===== src/rtl/mips_trace_buffer_if.sv =====
// Trace buffer control, sample and read-port bundle.
// master drives arm/trigger/sample/rd_ready; slave returns state and read data.
interface mips_trace_buffer_if #(
  parameter int XLEN  = 32,
  parameter int DEPTH = 16,
  parameter int CYC_W = 16
);
  localparam int CNT_W = $clog2(DEPTH + 1);

  logic             arm;
  logic [1:0]       trig_mode;
  logic [XLEN-1:0]  trig_value;
  logic             force_trig;
  logic             sample_en;
  logic [XLEN-1:0]  pc;
  logic [31:0]      instr;
  logic [XLEN-1:0]  alu_result;
  logic             zero;
  logic [1:0]       state;
  logic             triggered;
  logic [CNT_W-1:0] count;
  logic             rd_valid;
  logic             rd_ready;
  logic [XLEN-1:0]  rd_pc;
  logic [31:0]      rd_instr;
  logic [XLEN-1:0]  rd_alu;
  logic             rd_zero;
  logic [CYC_W-1:0] rd_stamp;
  logic             rd_last;

  modport master (
    output arm, trig_mode, trig_value, force_trig,
    output sample_en, pc, instr, alu_result, zero,
    output rd_ready,
    input  state, triggered, count, rd_valid,
    input  rd_pc, rd_instr, rd_alu, rd_zero, rd_stamp, rd_last
  );

  modport slave (
    input  arm, trig_mode, trig_value, force_trig,
    input  sample_en, pc, instr, alu_result, zero,
    input  rd_ready,
    output state, triggered, count, rd_valid,
    output rd_pc, rd_instr, rd_alu, rd_zero, rd_stamp, rd_last
  );
endinterface


===== src/rtl/mips_trace_buffer.sv =====
// Execution-trace capture: circular buffer with pre/post-trigger windows.
// Ports: clk, reset (sync, active-low), bus (slave modport of the trace if).
module mips_trace_buffer #(
  parameter int XLEN       = 32,
  parameter int DEPTH      = 16,
  parameter int POST_DEPTH = 8,
  parameter int CYC_W      = 16
) (
  input logic              clk,
  input logic              reset,
  mips_trace_buffer_if.slave bus
);
  localparam int PTR_W = $clog2(DEPTH);
  localparam int CNT_W = $clog2(DEPTH + 1);
  localparam int PR_W  = $clog2(POST_DEPTH + 1);

  typedef enum logic [1:0] {
    S_IDLE  = 2'b00,
    S_ARMED = 2'b01,
    S_POST  = 2'b10,
    S_DONE  = 2'b11
  } state_e;

  state_e           state_q, state_d;
  logic [CNT_W-1:0] count_q, count_d;
  logic [PTR_W-1:0] wr_ptr_q, wr_ptr_d;
  logic [PR_W-1:0]  post_rem_q, post_rem_d;
  logic [CYC_W-1:0] stamp_q, stamp_d;

  logic [XLEN-1:0]  pc_mem_q    [DEPTH];
  logic [31:0]      instr_mem_q [DEPTH];
  logic [XLEN-1:0]  alu_mem_q   [DEPTH];
  logic             zero_mem_q  [DEPTH];
  logic [CYC_W-1:0] stamp_mem_q [DEPTH];

  logic             capture;
  logic             hit;
  logic             mode_match;
  logic             rd_valid;
  logic             xfer;
  logic [PTR_W-1:0] rd_idx;

  always_comb begin
    mode_match = 1'b0;
    unique case (bus.trig_mode)
      2'b00: mode_match = 1'b0;
      2'b01: mode_match = (bus.pc == bus.trig_value);
      2'b10: mode_match = (bus.instr == bus.trig_value[31:0]);
      2'b11: mode_match = bus.zero;
    endcase
  end

  always_comb begin
    capture  = (state_q == S_ARMED || state_q == S_POST)
             && bus.sample_en && !bus.arm;
    hit      = (state_q == S_ARMED)
             && (bus.force_trig || (bus.sample_en && mode_match));
    rd_valid = (state_q == S_DONE) && (count_q != '0);
    xfer     = rd_valid && bus.rd_ready;
    // count == DEPTH wraps to 0 in the low bits: oldest is at wr_ptr
    rd_idx   = wr_ptr_q - count_q[PTR_W-1:0];
  end

  always_comb begin
    state_d    = state_q;
    count_d    = count_q;
    wr_ptr_d   = wr_ptr_q;
    post_rem_d = post_rem_q;
    stamp_d    = stamp_q + 1'b1;

    if (capture) begin
      wr_ptr_d = wr_ptr_q + 1'b1;
      if (count_q != CNT_W'(DEPTH))
        count_d = count_q + 1'b1;
    end

    if (bus.arm) begin
      state_d    = S_ARMED;
      count_d    = '0;
      wr_ptr_d   = '0;
      post_rem_d = '0;
    end else begin
      unique case (state_q)
        S_IDLE: ;
        S_ARMED: begin
          if (hit) begin
            state_d = S_POST;
            if (bus.sample_en) begin
              post_rem_d = PR_W'(POST_DEPTH - 1);
              if (PR_W'(POST_DEPTH - 1) == '0)
                state_d = S_DONE;
            end else begin
              post_rem_d = PR_W'(POST_DEPTH);
            end
          end
        end
        S_POST: begin
          if (bus.sample_en) begin
            post_rem_d = post_rem_q - 1'b1;
            if (post_rem_q == PR_W'(1))
              state_d = S_DONE;
          end
        end
        S_DONE: begin
          if (count_q == '0) begin
            state_d = S_IDLE;
          end else if (xfer) begin
            count_d = count_q - 1'b1;
            if (count_q == CNT_W'(1))
              state_d = S_IDLE;
          end
        end
      endcase
    end
  end

  always_ff @(posedge clk) begin
    if (!reset) begin
      state_q    <= S_IDLE;
      count_q    <= '0;
      wr_ptr_q   <= '0;
      post_rem_q <= '0;
      stamp_q    <= '0;
    end else begin
      state_q    <= state_d;
      count_q    <= count_d;
      wr_ptr_q   <= wr_ptr_d;
      post_rem_q <= post_rem_d;
      stamp_q    <= stamp_d;
    end
  end

  always_ff @(posedge clk) begin
    if (reset && capture) begin
      pc_mem_q[wr_ptr_q]    <= bus.pc;
      instr_mem_q[wr_ptr_q] <= bus.instr;
      alu_mem_q[wr_ptr_q]   <= bus.alu_result;
      zero_mem_q[wr_ptr_q]  <= bus.zero;
      stamp_mem_q[wr_ptr_q] <= stamp_q;
    end
  end

  assign bus.state     = state_q;
  assign bus.triggered = (state_q == S_POST) || (state_q == S_DONE);
  assign bus.count     = count_q;
  assign bus.rd_valid  = rd_valid;
  assign bus.rd_pc     = rd_valid ? pc_mem_q[rd_idx]    : '0;
  assign bus.rd_instr  = rd_valid ? instr_mem_q[rd_idx] : '0;
  assign bus.rd_alu    = rd_valid ? alu_mem_q[rd_idx]   : '0;
  assign bus.rd_zero   = rd_valid ? zero_mem_q[rd_idx]  : 1'b0;
  assign bus.rd_stamp  = rd_valid ? stamp_mem_q[rd_idx] : '0;
  assign bus.rd_last   = rd_valid && (count_q == CNT_W'(1));
endmodule


===== src/flat_wrapper.sv =====
// flat-port wrapper written by rule: the top's interface ports become plain ports
module mips_trace_buffer_flat 
#(
  parameter int XLEN       = 32,
  parameter int DEPTH      = 16,
  parameter int POST_DEPTH = 8,
  parameter int CYC_W      = 16
)
  (clk, reset, bus_arm, bus_trig_mode, bus_trig_value, bus_force_trig, bus_sample_en, bus_pc, bus_instr, bus_alu_result, bus_zero, bus_rd_ready, bus_state, bus_triggered, bus_count, bus_rd_valid, bus_rd_pc, bus_rd_instr, bus_rd_alu, bus_rd_zero, bus_rd_stamp, bus_rd_last);
  mips_trace_buffer_if #(.XLEN(XLEN), .DEPTH(DEPTH), .CYC_W(CYC_W)) bus_i ();
  input logic clk;
  input logic reset;
  input wire logic [$bits(bus_i.arm)-1:0] bus_arm;
  input wire logic [$bits(bus_i.trig_mode)-1:0] bus_trig_mode;
  input wire logic [$bits(bus_i.trig_value)-1:0] bus_trig_value;
  input wire logic [$bits(bus_i.force_trig)-1:0] bus_force_trig;
  input wire logic [$bits(bus_i.sample_en)-1:0] bus_sample_en;
  input wire logic [$bits(bus_i.pc)-1:0] bus_pc;
  input wire logic [$bits(bus_i.instr)-1:0] bus_instr;
  input wire logic [$bits(bus_i.alu_result)-1:0] bus_alu_result;
  input wire logic [$bits(bus_i.zero)-1:0] bus_zero;
  input wire logic [$bits(bus_i.rd_ready)-1:0] bus_rd_ready;
  output wire logic [$bits(bus_i.state)-1:0] bus_state;
  output wire logic [$bits(bus_i.triggered)-1:0] bus_triggered;
  output wire logic [$bits(bus_i.count)-1:0] bus_count;
  output wire logic [$bits(bus_i.rd_valid)-1:0] bus_rd_valid;
  output wire logic [$bits(bus_i.rd_pc)-1:0] bus_rd_pc;
  output wire logic [$bits(bus_i.rd_instr)-1:0] bus_rd_instr;
  output wire logic [$bits(bus_i.rd_alu)-1:0] bus_rd_alu;
  output wire logic [$bits(bus_i.rd_zero)-1:0] bus_rd_zero;
  output wire logic [$bits(bus_i.rd_stamp)-1:0] bus_rd_stamp;
  output wire logic [$bits(bus_i.rd_last)-1:0] bus_rd_last;
  assign bus_i.arm = bus_arm;
  assign bus_i.trig_mode = bus_trig_mode;
  assign bus_i.trig_value = bus_trig_value;
  assign bus_i.force_trig = bus_force_trig;
  assign bus_i.sample_en = bus_sample_en;
  assign bus_i.pc = bus_pc;
  assign bus_i.instr = bus_instr;
  assign bus_i.alu_result = bus_alu_result;
  assign bus_i.zero = bus_zero;
  assign bus_i.rd_ready = bus_rd_ready;
  assign bus_state = bus_i.state;
  assign bus_triggered = bus_i.triggered;
  assign bus_count = bus_i.count;
  assign bus_rd_valid = bus_i.rd_valid;
  assign bus_rd_pc = bus_i.rd_pc;
  assign bus_rd_instr = bus_i.rd_instr;
  assign bus_rd_alu = bus_i.rd_alu;
  assign bus_rd_zero = bus_i.rd_zero;
  assign bus_rd_stamp = bus_i.rd_stamp;
  assign bus_rd_last = bus_i.rd_last;
  mips_trace_buffer #(.XLEN(XLEN), .DEPTH(DEPTH), .POST_DEPTH(POST_DEPTH), .CYC_W(CYC_W)) u_core (.clk(clk), .reset(reset), .bus(bus_i));
endmodule

===== config.mk =====
export PLATFORM = sky130hd
export DESIGN_NAME = mips_trace_buffer_flat
export DESIGN_NICKNAME = d
export VERILOG_FILES = /design/src/rtl/mips_trace_buffer_if.sv /design/src/rtl/mips_trace_buffer.sv /design/src/flat_wrapper.sv
export SDC_FILE = /design/constraint.sdc
export NUM_CORES = 2
export LEC_CHECK = 0
export CORE_MARGIN = 3
export CORE_UTILIZATION = 57
export DETAILED_ROUTE_END_ITERATION = 16
export DONT_BUFFER_PORTS = 1
export PLACE_DENSITY = 0.82
export SLEW_MARGIN = 20
export SYNTH_ARGS = -nofsm -noshare
export SYNTH_HDL_FRONTEND = slang
export SYNTH_SLANG_ARGS = --single-unit

===== constraint.sdc =====
create_clock -name clk -period 10.5 [get_ports clk]
set_input_delay 1.575 -clock clk [delete_from_list [all_inputs] [get_ports clk]]
set_output_delay 1.575 -clock clk [all_outputs]
set_load 0.01 [all_outputs]

==> qor.csv <==
metric;value;unit
setup TNS;0;ns
routed vias/inst;6.74;
GRT busiest layer;met2;
grt met2 use;40.7;%
CTS tree;yes;
Post-DP HPWL;82.5;mm
Hold Slack;0.490;ns
post-CTS setup buffer count;0;
clk_lat worst skew;0.81;ns
Worst-Margin Slew;1.10;ns
Clk pin slew, worst setup/hold paths;0.06;ns
fin nets;3438;
CTS Buffer Depth;3;
met1 Use GR;35.8;%
Remaining DRCs;0;
# diodes;0;
Buf/Inv on CP;3;
cell taking the most area after synthesis;edfxtp_1;
top_reg_cell synth;edfxtp_1;
pin count of the biggest net entering global routing;173;
cell chain of the critical path;inv_1 > ha_4 > fa_4 > xnor2_2 > buf_12 > buf_4 > mux2i_1 > a211oi_1;
# setup viols final;0;
Slew Limit Fails;0;
number of synthesized flops with an enable pin;1808;
Synth Cell Area;71500;um^2
WL per Instance;32.9;um
met3 Resource Use GR;8.04;%
drt first-iter violations;4426;
Core Rows;129;
PwrDens;186;nW/um^2
die area;130000;um^2
type of origin of the critical path;flip-flop;
CP max-delay cell;a211oi_1;
leak pwr;0.0248;uW
Fmax;0.146;GHz
# clock sinks;1839;
Period minus WS final;6.84;ns
Fill cells;7674;
status;complete, no violations;
Worst Path Max Fanout;113;
global-route wire length before repair;244;mm
Avg Cell Area, Syn;22.1;um^2
P&R area growth vs syn;10.6;%
worst-case headroom to the max-slew limit;26.8;%
port bufs;0;
1st-pass router iterations;6;
critical path class;flip-flop to output port;
CTS root buffer;clkbuf_16;
sw frac;20.0;%
Resized Gates After CTS;0;
GRT Util Overall;25.9;%
register bit count reported by yosys;1839;
library cells used by synthesis;52;
Core Region;124000;um^2
Seq/Total Area, Yosys;76.8;%
routability cong.;0.794;
fraction of registers with async set/reset;0;%
layout cells sized above 1;22.4;%
antenna viol nets, final;0;
worst endpoint required time;8.93;ns
Logic pwr share;3.8;%
clock network power share;41.4;%
antenna violations before repair;3;
RSZ-0062 raised after global routing;false;
total CTS buffers;177;
Max Cap Violations;0;
Die Y;360;um
cells after synthesis;3230;
final wirelength;167;mm
Reg2Reg Depth;8;
final hold violation count;0;
Final Skew;0.0230;ns
final cycle utilization of the critical path;65.1;%
Yosys top cell area share;75.9;%
CP max stage delay;0.83;ns
most common cell after layout, fill and taps aside;edfxtp_1;
vias in the first global route;35650;
io pins;260;
initial core utilization;57.6;%
crit end category;output port;
Hold Path Class;flip-flop to flip-flop;
Max VDD drop;0.000164;V
CTS Hold Bufs;0;
hold path cells;2;
Util after Layout;63.8;%
cell-internal power;11800;uW
critical path depth in cells;8;
Die X;360;um
vias;34117;
H-Tree Depth;4;
grt ovf;0;
power share of the sequential group;54.8;%
cell family with most CP delay;buffers and inverters;
syn nets;3388;
WP data arrival;5.26;ns
switching power total;2950;uW
Synth area leaders;edfxtp_1 76%, mux4_2 14%, a211oi_1 2.4%;
yosys warns;0;
commonest non-fill, non-tap cells in the layout;1808 x edfxtp_1, 452 x mux4_2, 227 x a211oi_1;
sequential cells by signal (all words and copies together), names as in the netlist:
signal,cells
u_core.alu_mem_q,512
u_core.post_rem_q,4
u_core.stamp_q,16
u_core.stamp_mem_q,256
u_core.bus.count,5
u_core.instr_mem_q,512
u_core.bus.state,2
u_core.pc_mem_q,512
u_core.wr_ptr_q,4
u_core.zero_mem_q,16
power by group through the flow:
| stage | clock (uW) | sequential, uW | combinational (uW) |
|---|---|---|---|
| 6_report | 6110 | 8080 | 559 |
| 5_1_grt | 6460 | 8070 | 602 |
| 4_1_cts | 6170 | 8080 | 567 |
| 3_5_place_dp | 0 | 8230 | 558 |
| 3_3_place_gp | 0 | 8230 | 551 |
| 2_1_floorplan | 0 | 8230 | 454 |
tightest hold or removal path, cell delays in order (launching register included):
cell,delay (ns)
dfxtp_1,0.32
nand2_1,0.06
o22ai_1,0.07
Yosys cell counts (all sizes together), types with 2 or more instances:
cell type     n
nor2         32
mux2i       145
nor2b       118
nor3b         2
and2         15
a31oi         2
and4          2
nor3          6
clkbuf      110
mux4        452
ha           20
a211oi      231
o211ai        3
nand3         9
nand4         8
nor4          8
and3          2
edfxtp     1808
inv          19
a21oi        11
nand2b        6
nand2        27
dfxtp        31
o21ai        10
o22ai         3
xnor2        43
a21boi        3
buf          77
xor2          7
or2           3
or3           3
layout make-up:
class                   count  area (um^2)  share of cell area, %
clock buffers             239         4770                   6.03
multi-input cells        1185        15900                   20.1
clock inverters            83          763                  0.964
repair buffers             58          668                  0.844
flip-flops and latches   1839        54900                   69.4
well taps                1637         2050                   2.59
inverters                  19         71.3                 0.0901
per-layer routing:
metal	routed length (um)	vias up
li1	-	13741
met1	62200	17971
met2	80700	2103
met3	19700	302
met4	3950	0
met5	0	-
cells by family (layout without fill, tap and decap cells):
family / count (synthesis) / after routing / synth area share [%]
buffers and inverters: 206 / 399 / 1.25
muxes: 598 / 598 / 16.3
AOI/OAI and AO/OA: 273 / 273 / 2.82
adders and majority gates: 21 / 21 / 0.378
xor gates and xnor gates: 50 / 50 / 0.623
and+or+nand+nor: 243 / 243 / 1.91
DFF: 1839 / 1839 / 76.8
stage by stage:
| stage | cells | setup WS, ns | total power (uW) | instance area (um^2) |
|---|---|---|---|---|
| final | 5060 | 3.66 | 14700 | 79100 |
| after global routing | 5060 | 3.42 | 15100 | 79100 |
| after CTS | 5059 | 3.62 | 14800 | 79100 |
| after detailed placement | 4737 | 4.54 | 8790 | 73600 |
| after global placement | 4737 | 4.54 | 8780 | 73600 |
| after floorplan | 3230 | 0.123 | 8680 | 71500 |
final timing paths:
check / startpoint / slack [ns] / end
setup / recovery: u_core.wr_ptr_q[0] / 3.66 / bus_rd_pc[1]
hold / removal: u_core.post_rem_q[3] / 0.49 / u_core.post_rem_q[3]
setup reg to reg: u_core.bus.state[0] / 6.21 / u_core.pc_mem_q[4][11]
hold reg to reg: u_core.post_rem_q[3] / 0.49 / u_core.post_rem_q[3]
No activity file was read; power rests on OpenSTA's default activity.
